[config.mk]
export PLATFORM = sky130hd
export DESIGN_NAME = apb_master_bridge
export DESIGN_NICKNAME = d
export VERILOG_FILES = /design/src/rtl/apb_master_bridge.sv
export SDC_FILE = /design/constraint.sdc
export NUM_CORES = 1
export LEC_CHECK = 0
export BUFFER_PORTS_ARGS = -buffer_cell sky130_fd_sc_hd__buf_2
export CELL_PAD_IN_SITES_DETAIL_PLACEMENT = 1
export CELL_PAD_IN_SITES_GLOBAL_PLACEMENT = 1
export CORE_UTILIZATION = 30
export DETAILED_ROUTE_END_ITERATION = 6
export HOLD_SLACK_MARGIN = 0.15
export PLACE_DENSITY_LB_ADDON = 0.08
export RECOVER_POWER = 100
export SLEW_MARGIN = 30
export SYNTH_ARGS = -nofsm -noshare
export SYNTH_HDL_FRONTEND = slang
export SYNTH_SLANG_ARGS = --single-unit
[constraint.sdc]
create_clock -name HCLK -period 2 [get_ports HCLK]
set_input_delay 0.1 -clock HCLK [delete_from_list [all_inputs] [get_ports HCLK]]
set_output_delay 0.1 -clock HCLK [all_outputs]
set_load 0.05 [all_outputs]
[src/rtl/apb_master_bridge.sv]
// apb_master_bridge
// -----------------
// AHB-Lite slave to APB initiator bridge. Each accepted AHB transfer is
// decoded to one of six APB slots (UART0, timer, watchdog, dual timer,
// UART1, SPI). The bridge runs one APB SETUP/ACCESS handshake for it and
// returns the merged APB response as HREADYOUT/HRDATA/HRESP. Addresses in
// slots 6..15 receive a two-cycle AHB ERROR response and make no APB access.
//
// Handshake semantics:
//   AHB: a transfer is taken on a rising HCLK edge when
//        HSEL & HTRANS[1] & HREADY & HREADYOUT. HREADYOUT is high only in IDLE
//        and ERR2, so at most one transfer is ever in flight.
//   APB: the selected PSELn is high for SETUP and ACCESS, and PENABLE is high
//        only in ACCESS. The access completes on the edge where PREADY=1 in
//        ACCESS. PSLVERR is sampled on that edge.
//
// Ports:
//   HCLK, HRESET          clock and synchronous active-high reset
//   HSEL..HREADY          AHB-Lite slave-side inputs
//   HREADYOUT/HRDATA/HRESP AHB-Lite response
//   PADDR..PPROT          APB request (registered)
//   PREADY/PRDATA/PSLVERR merged APB response
//   dbg_state             current FSM state (observation only)
module apb_master_bridge #(
  parameter int ADDR_WIDTH = 16
) (
  input  logic                  HCLK,
  input  logic                  HRESET,
  input  logic                  HSEL,
  input  logic [31:0]           HADDR,
  input  logic [1:0]            HTRANS,
  input  logic                  HWRITE,
  input  logic [2:0]            HSIZE,
  input  logic [3:0]            HPROT,
  input  logic [31:0]           HWDATA,
  input  logic                  HREADY,
  output logic                  HREADYOUT,
  output logic [31:0]           HRDATA,
  output logic                  HRESP,
  output logic [ADDR_WIDTH-1:0] PADDR,
  output logic                  PSEL0,
  output logic                  PSEL1,
  output logic                  PSEL2,
  output logic                  PSEL3,
  output logic                  PSEL4,
  output logic                  PSEL5,
  output logic                  PENABLE,
  output logic                  PWRITE,
  output logic [31:0]           PWDATA,
  output logic [3:0]            PSTRB,
  output logic [2:0]            PPROT,
  input  logic                  PREADY,
  input  logic [31:0]           PRDATA,
  input  logic                  PSLVERR,
  output logic [2:0]            dbg_state
);

  typedef enum logic [2:0] {
    ST_IDLE   = 3'd0,
    ST_WLAT   = 3'd1,
    ST_SETUP  = 3'd2,
    ST_ACCESS = 3'd3,
    ST_ERR1   = 3'd4,
    ST_ERR2   = 3'd5
  } state_t;

  state_t      state, next_state;
  logic        accept;
  logic [3:0]  hslot;
  logic [3:0]  slot_q;
  logic [3:0]  sel_slot;
  logic [5:0]  psel_q, psel_d;
  logic        penable_d;
  logic [3:0]  strb_d;

  // Address bits above the APB window, HTRANS[0] (SEQ vs NONSEQ) and the
  // cacheable/bufferable HPROT bits have no meaning on this APB segment.
  logic unused_inputs;
  assign unused_inputs = ^{HADDR[31:ADDR_WIDTH], HTRANS[0], HPROT[3:2]};

  assign hslot     = HADDR[ADDR_WIDTH-1 -: 4];
  assign HREADYOUT = (state == ST_IDLE) || (state == ST_ERR2);
  assign HRESP     = (state == ST_ERR1) || (state == ST_ERR2);
  assign accept    = HSEL & HTRANS[1] & HREADY & HREADYOUT;
  assign dbg_state = state;

  assign {PSEL5, PSEL4, PSEL3, PSEL2, PSEL1, PSEL0} = psel_q;

  // Write strobes from size and low address bits; reads never strobe.
  always_comb begin
    strb_d = 4'b0000;
    if (HWRITE) begin
      case (HSIZE)
        3'd0:    strb_d = 4'b0001 << HADDR[1:0];
        3'd1:    strb_d = HADDR[1] ? 4'b1100 : 4'b0011;
        default: strb_d = 4'b1111;
      endcase
    end
  end

  always_comb begin
    next_state = state;
    case (state)
      ST_IDLE, ST_ERR2: begin
        next_state = ST_IDLE;
        if (accept) begin
          if (hslot > 4'd5)  next_state = ST_ERR1;
          else if (HWRITE)   next_state = ST_WLAT;
          else               next_state = ST_SETUP;
        end
      end
      ST_WLAT:   next_state = ST_SETUP;
      ST_SETUP:  next_state = ST_ACCESS;
      ST_ACCESS: begin
        if (PREADY) next_state = PSLVERR ? ST_ERR1 : ST_IDLE;
      end
      ST_ERR1:   next_state = ST_ERR2;
      default:   next_state = ST_IDLE;
    endcase
  end

  // Selects are registered from the next state. A read goes from IDLE
  // straight to SETUP, so the slot must come from HADDR on the accept edge,
  // not from slot_q, which only loads on that same edge.
  always_comb begin
    psel_d    = 6'b000000;
    sel_slot  = accept ? hslot : slot_q;
    penable_d = (next_state == ST_ACCESS);
    if ((next_state == ST_SETUP) || (next_state == ST_ACCESS))
      psel_d = 6'b000001 << sel_slot;
  end

  always_ff @(posedge HCLK) begin
    if (HRESET) begin
      state   <= ST_IDLE;
      psel_q  <= 6'b000000;
      PENABLE <= 1'b0;
      PADDR   <= '0;
      PWRITE  <= 1'b0;
      PSTRB   <= 4'b0000;
      PPROT   <= 3'b000;
      slot_q  <= 4'd0;
      PWDATA  <= 32'd0;
      HRDATA  <= 32'd0;
    end else begin
      state   <= next_state;
      psel_q  <= psel_d;
      PENABLE <= penable_d;
      if (accept) begin
        PADDR  <= HADDR[ADDR_WIDTH-1:0];
        PWRITE <= HWRITE;
        PSTRB  <= strb_d;
        PPROT  <= {~HPROT[0], 1'b0, HPROT[1]};
        slot_q <= hslot;
      end
      // HWDATA belongs to the AHB data phase, which is the WLAT cycle.
      if (state == ST_WLAT)
        PWDATA <= HWDATA;
      // Read data is loaded on completion whether or not PSLVERR is set.
      if ((state == ST_ACCESS) && PREADY && !PWRITE)
        HRDATA <= PRDATA;
    end
  end

endmodule

==> results of run 1 <==
## cells in the mapped netlist, drive strengths merged
master	count	share of area
mux2i	2	0.0087
o22ai	1	0.0017
buf	20	0.031
conb	1	0.0010
nand3b	2	0.0040
and2	2	0.0033
xor2	1	0.0073
nor3	3	0.0040
clkbuf	15	0.015
a21oi	91	0.12
dfxtp	101	0.54
inv	1	0.0010
a211oi	5	0.011
o21bai	2	0.0040
a211o	1	0.0023
a32oi	1	0.0023
a21o	2	0.0040
nand4b	1	0.0063
a221oi	1	0.0023
o32a	1	0.0027
nor4	1	0.0017
or3	2	0.0033
and3	1	0.0017
nand2b	1	0.0017
a311oi	1	0.0023
a41oi	1	0.0023
or2	1	0.0023
o31ai	1	0.0020
nor2	15	0.016
a22oi	2	0.0040
nor2b	3	0.0050
nor3b	2	0.0053
nand2	172	0.17
o21ai	3	0.0040
nand3	2	0.0027
## how the worst max path moves through the flow
stage                 to  slack [ns]
4_1_cts        psel_q[4]        0.16
6_report        PPROT[2]        0.22
3_5_place_dp   psel_q[4]        0.19
5_1_grt         PPROT[2]        0.03
2_1_floorplan  psel_q[3]        0.15
3_3_place_gp   psel_q[4]        0.27
## cells in the final DEF, fill, tap and decap left out, types with 4 or more instances in the layout
master           n
a211oi_1         4
a21oi_1         91
buf_2           91
buf_4            9
clkbuf_1        98
clkbuf_16        9
dfxtp_1        101
dlygate4sd3_1   85
nand2_1        172
nor2_1          15
## layout make-up
type | count | area, um^2 | area share
multi-input combinational | 325 | 1540 | 0.263
inverter | 1 | 3.75 | 0.000641
clock buffer | 10 | 239 | 0.0408
tap | 168 | 210 | 0.0359
clock inverter | 5 | 61.3 | 0.0105
sequential | 101 | 2020 | 0.346
antenna | 1 | 2.50 | 0.000428
timing repair buffer | 287 | 1780 | 0.304
## routing by layer
metal,vias up,global-route usage,part of all wire
li1,2038,-,-
met1,1915,0.220,0.42
met2,111,0.364,0.52
met3,15,0.0414,0.047
met4,0,0.0745,0.016
met5,-,0,0
## kinds of logic (layout without fill, tap and decap cells)
family	Yosys count	in the layout	synth area share
compound gates	113	113	0.167
xor+xnor	1	1	0.00734
buf+inv	36	303	0.0474
flops	101	101	0.539
mux	2	2	0.00868
other cells	1	2	0.00100
simple gates	208	208	0.229
## power groups by stage
stage / clock (mW) / sequential (mW) / combinational, mW
6_report: 1.77 / 2.11 / 0.764
5_1_grt: 1.92 / 2.12 / 0.820
4_1_cts: 1.82 / 2.11 / 0.787
3_5_place_dp: 0 / 2.16 / 0.656
3_3_place_gp: 0 / 2.15 / 0.642
2_1_floorplan: 0 / 2.35 / 0.244
## sequential cells by signal, summed over array words and instances, names as in the netlist
name       count
HRDATA        32
PWDATA        32
PENABLE        1
slot_q         4
dbg_state      3
psel_q         6
PSTRB          4
PPROT          2
PWRITE         1
PADDR         16
## worst register-to-register path, delay by kind of cell (launching register included)
family	cells	cell delay [ns]
flip-flops	1	0.55
AND/OR/NAND/NOR	2	0.45
AO/OA/AOI/OAI	1	0.25
XOR/XNOR	1	0.16
buffers and inverters	1	0.29
## what timing repair did
action	CTS	global route
setup endpoints to repair	0	0
hold buffers	85	0
buffers inserted	0	0
endpoints found under the hold margin	93	0
## stage by stage
step                      setup slack [ns]  utilization
after floorplan                      0.155            -
after global placement               0.265        0.400
after detailed placement             0.186        0.400
after CTS                            0.160        0.495
after global routing                0.0272        0.483
final                                0.216        0.483
==> reports/metrics.cfg, run 1 <==
[power_and_ir_drop]
p_int_mw=3.35
combPwrFrac=0.165
ir_drop_mv=0.428
switching_share=0.278
power_density_nw_per_um2=794
power_frac_clock=0.381
power_switching_mw=1.29
fin_total_pwr_mw=4.64
seq_power_share=0.455
leakagePower_nw=2.21

[synth]
synth.avg_cell_area_um2=8.11
syn_area_um2=3750
synth_warnings=0
ys_seq_area_frac=0.539
syn_nets=574
ys_ff_latch=101
synthCells=462
synth_cell_type_count=42

[global_route]
grt-ovfl-total=0
antenna_found_initial=1
grt_pass1_wl_um=20000
grt_pass1_vias=4299
grt_max_degree=43
grt_usage=0.196

[clocking]
numCtsBuffers=9
clkLatencyLatePin_ns=0.34
htreeDepth=3
clk_pin_slew_worst_paths_ns=0.07
postCtsResizedCells=0
root_buffer=clkbuf_16
cts_sinks=101
clockBufferDepth=2
cts_tree=built

[critical_path]
worst-path-buf-inv=1
reg2reg_slack_ns=0.22
startpoint=dbg_state[0]
r2r-start=dbg_state[0]
path_delay_family=flip-flops
worst_ep_required_time_ns=2.25
path_class=reg2reg
crit_top_cell=nor2_1
crit_cells=5
slowest_stage=dfxtp_1
crit_chain=xor2_4 > nor2_1 > buf_4 > nor2_1 > a211oi_1
r2r_end=PPROT[2]
crit_path_max_incr_delay_ns=0.55
endpoint_kind=register
crit_fanout=16
ff2ff_path_depth=5
cp.arrival_ns=2.03
startpoint_type=register

[timing]
whs_ns=0.205
worst_pin_slew_ns=0.673
final_hold_viol_count=0
post-route-min-period_ns=1.78
slew_violations=0
skew_ns=0.0127
fmax_mhz=560
tns_ns=0
slew_headroom=0.551
setup_viol=0
fin_crit_sh=0.892
rsz0062_at_grt=no

[routing]
vias=4079
drc=0
post_drt_wl_per_cell_um=13.9
drtPass1Iterations=4
vias_per_cell=4.54
drt-total-wl_um=12500
drt-initial-drc-count=168
ant_nets=0

[min_path]
worstHoldEndpoint=PSTRB[2]
worstHoldStart=HSIZE[2]
hp-class=in2reg
hold_depth=5

[floorplanning]
io-pin-count=212
initial_utilization=0.310
die_w_um=114
placement_rows=40
die_y_um=114
dieArea_um2=12900
core_um2=12100

[final_layout]
syn_to_final_growth_pct=56.1
stdcell_count=898
fillers=1546
nets=837
final_area_um2=5850
drive_above_1_share=0.171

[placed_design]
dpl.hpwl_um=8040
globalplace.congestion=0.746
dp.cells=797
io_buffers=191
placed_area_um2=4840

[run_status]
status=complete, no violations

[run]
drv_cap=0

No activity file was read; power rests on OpenSTA's default activity.
==> run 2, diff against run 1 <==
Settings changed: RECOVER_POWER 100 to 50.
==> run 2 against run 1 <==
Effect of this change:
- utilization is 0.15 points higher
- die area is the same
- clock power barely moved
- final cell count stayed put
- critical path depth is 1 lower
- combinational power rose by 0.7%
- via count hardly changed
- count of clock-buffer cells in the layout stayed put
- hold slack lost 0.00063 ns
- setup slack gained 0.0056 ns
- non-clock buffer count stayed put
- sequential power is essentially flat
- critical path type unchanged
- largest cell class unchanged
- highest routed layer unchanged
==> reports/metrics.cfg, run 2 (synthesis results as in run 1) <==
[final_layout]
final_area_um2=5870  ; +0.32%
nets=837  ; unchanged
final_common_cell=nand2_1
top_regs=HRDATA (32), PWDATA (32), PADDR (16)
fillers=1544  ; -0.13%
final_util=0.485  ; +0.00155
layout_common_cells=nand2_1, dfxtp_1, clkbuf_1
syn_to_final_growth_pct=56.6
stdcell_count=898  ; unchanged
drive_above_1_share=0.176  ; +0.00412

[power_and_ir_drop]
fin_total_pwr_mw=4.65  ; +0.12%
leakagePower_nw=2.21  ; about the same
ir_drop_mv=0.428  ; about the same
power_density_nw_per_um2=792  ; -0.20%

[global_route]
grt_pass1_vias=4299  ; unchanged
grt_usage=0.196  ; unchanged
grt_pass1_wl_um=20000  ; unchanged
grt-ovfl-total=0  ; unchanged
antenna_found_initial=1  ; unchanged
grt_max_degree=43  ; unchanged

[critical_path]
worst_ep_required_time_ns=2.26  ; about the same
worst-path-buf-inv=0  ; -1
startpoint_type=register
ff2ff_path_depth=4  ; -1
path_delay_family=simple AND/OR/NAND/NOR gates
reg2reg_slack_ns=0.22  ; about the same
r2r_end=psel_q[4]
cp.arrival_ns=2.04  ; about the same
crit_chain=xor2_4 > or2_4 > or3_1 > a211oi_2
path_class=reg2reg
slowest_stage=dfxtp_1
endpoint_kind=register
crit_fanout=23  ; +7
r2r-start=dbg_state[0]
crit_path_max_incr_delay_ns=0.55  ; about the same

[clocking]
clockBufferDepth=2  ; unchanged
cts_sinks=101  ; unchanged
cts_tree=built
postCtsResizedCells=0  ; unchanged
numCtsBuffers=9  ; unchanged
clkLatencyLatePin_ns=0.34  ; about the same
root_buffer=clkbuf_16
htreeDepth=3  ; unchanged
postCtsSetupBuffers=0  ; unchanged
clk_pin_slew_worst_paths_ns=0.07  ; about the same
cts-hold-fix-buffers=85  ; unchanged

[timing]
fmax_mhz=562  ; +0.32%
setup_ws_ns=0.221  ; +0.00563 ns
rsz0062_at_grt=no
tns_ns=0  ; unchanged
slew_headroom=0.553  ; +0.00183
whs_ns=0.204  ; -0.000633 ns
setup_viol=0  ; unchanged
fin_crit_sh=0.889  ; -0.00281
post-route-min-period_ns=1.78  ; -0.00563 ns
worst_pin_slew_ns=0.671  ; -0.00275 ns
slew_violations=0  ; unchanged
skew_ns=0.0130  ; +0.000314 ns
final_hold_viol_count=0  ; unchanged

[floorplanning]
die_w_um=114  ; unchanged
die_y_um=114  ; unchanged
io-pin-count=212  ; unchanged
dieArea_um2=12900  ; unchanged
placement_rows=40  ; unchanged
core_um2=12100  ; unchanged
initial_utilization=0.310  ; unchanged

[min_path]
worstHoldEndpoint=PSTRB[2]
hold_depth=5  ; unchanged
hp-class=in2reg
worstHoldStart=HSIZE[2]

[placed_design]
placed_area_um2=4840  ; unchanged
io_buffers=191  ; unchanged
dpl.hpwl_um=8040  ; unchanged
dp_slack_ns=0.186  ; unchanged
globalplace.congestion=0.746  ; unchanged
dp.cells=797  ; unchanged

[routing]
vias=4076  ; -0.074%
drtPass1Iterations=4  ; unchanged
drc=0  ; unchanged
vias_per_cell=4.54  ; about the same
drt-initial-drc-count=179  ; +6.5%
ant_nets=0  ; unchanged
drt-total-wl_um=12500  ; about the same
post_drt_wl_per_cell_um=13.9  ; about the same

[run]
drv_cap=0  ; unchanged

[run_status]
status=complete, no violations

run 2: routing by layer:
layer / vias up / GRT usage / routed length [um]
met1: 1910 / 0.220 / 5250
met2: 111 / 0.364 / 6440
met5: - / 0 / 0
met4: 0 / 0.0745 / 201
met3: 15 / 0.0414 / 586
li1: 2040 / - / -
run 2: cell type report:
cell class	instances	area, um^2	area share
tap	168	210	0.0358
timing repair buffer	287	1780	0.303
clock inverter	5	61.3	0.0104
sequential	101	2020	0.344
clock buffer	10	239	0.0407
inverter	1	3.75	0.000639
multi-input combinational	325	1550	0.264
antenna	1	2.50	0.000426
run 2: how the worst max path moves through the flow:
stage	startpoint	to	slack (ns)	cells past startpoint
global route	dbg_state[0]	psel_q[4]	0.05	4
global placement	dbg_state[0]	psel_q[4]	0.27	4
finish	dbg_state[0]	psel_q[4]	0.22	4
detailed placement	dbg_state[0]	psel_q[4]	0.19	4
floorplan	dbg_state[0]	psel_q[3]	0.15	6
CTS	dbg_state[0]	psel_q[4]	0.16	4
run 2: power breakdown:
| group | internal (mW) | leakage (nW) | switching (mW) |
|---|---|---|---|
| combinational | 0.285 | 1.26 | 0.485 |
| sequential | 2.07 | 0.817 | 0.0402 |
| clock | 1.00 | 0.137 | 0.769 |
run 2: tightest hold or removal path, cell delays in order:
cell,delay (ns)
buf_2,0.08
nor2_1,0.06
o21ai_0,0.08
nand3_1,0.07
a21oi_1,0.13
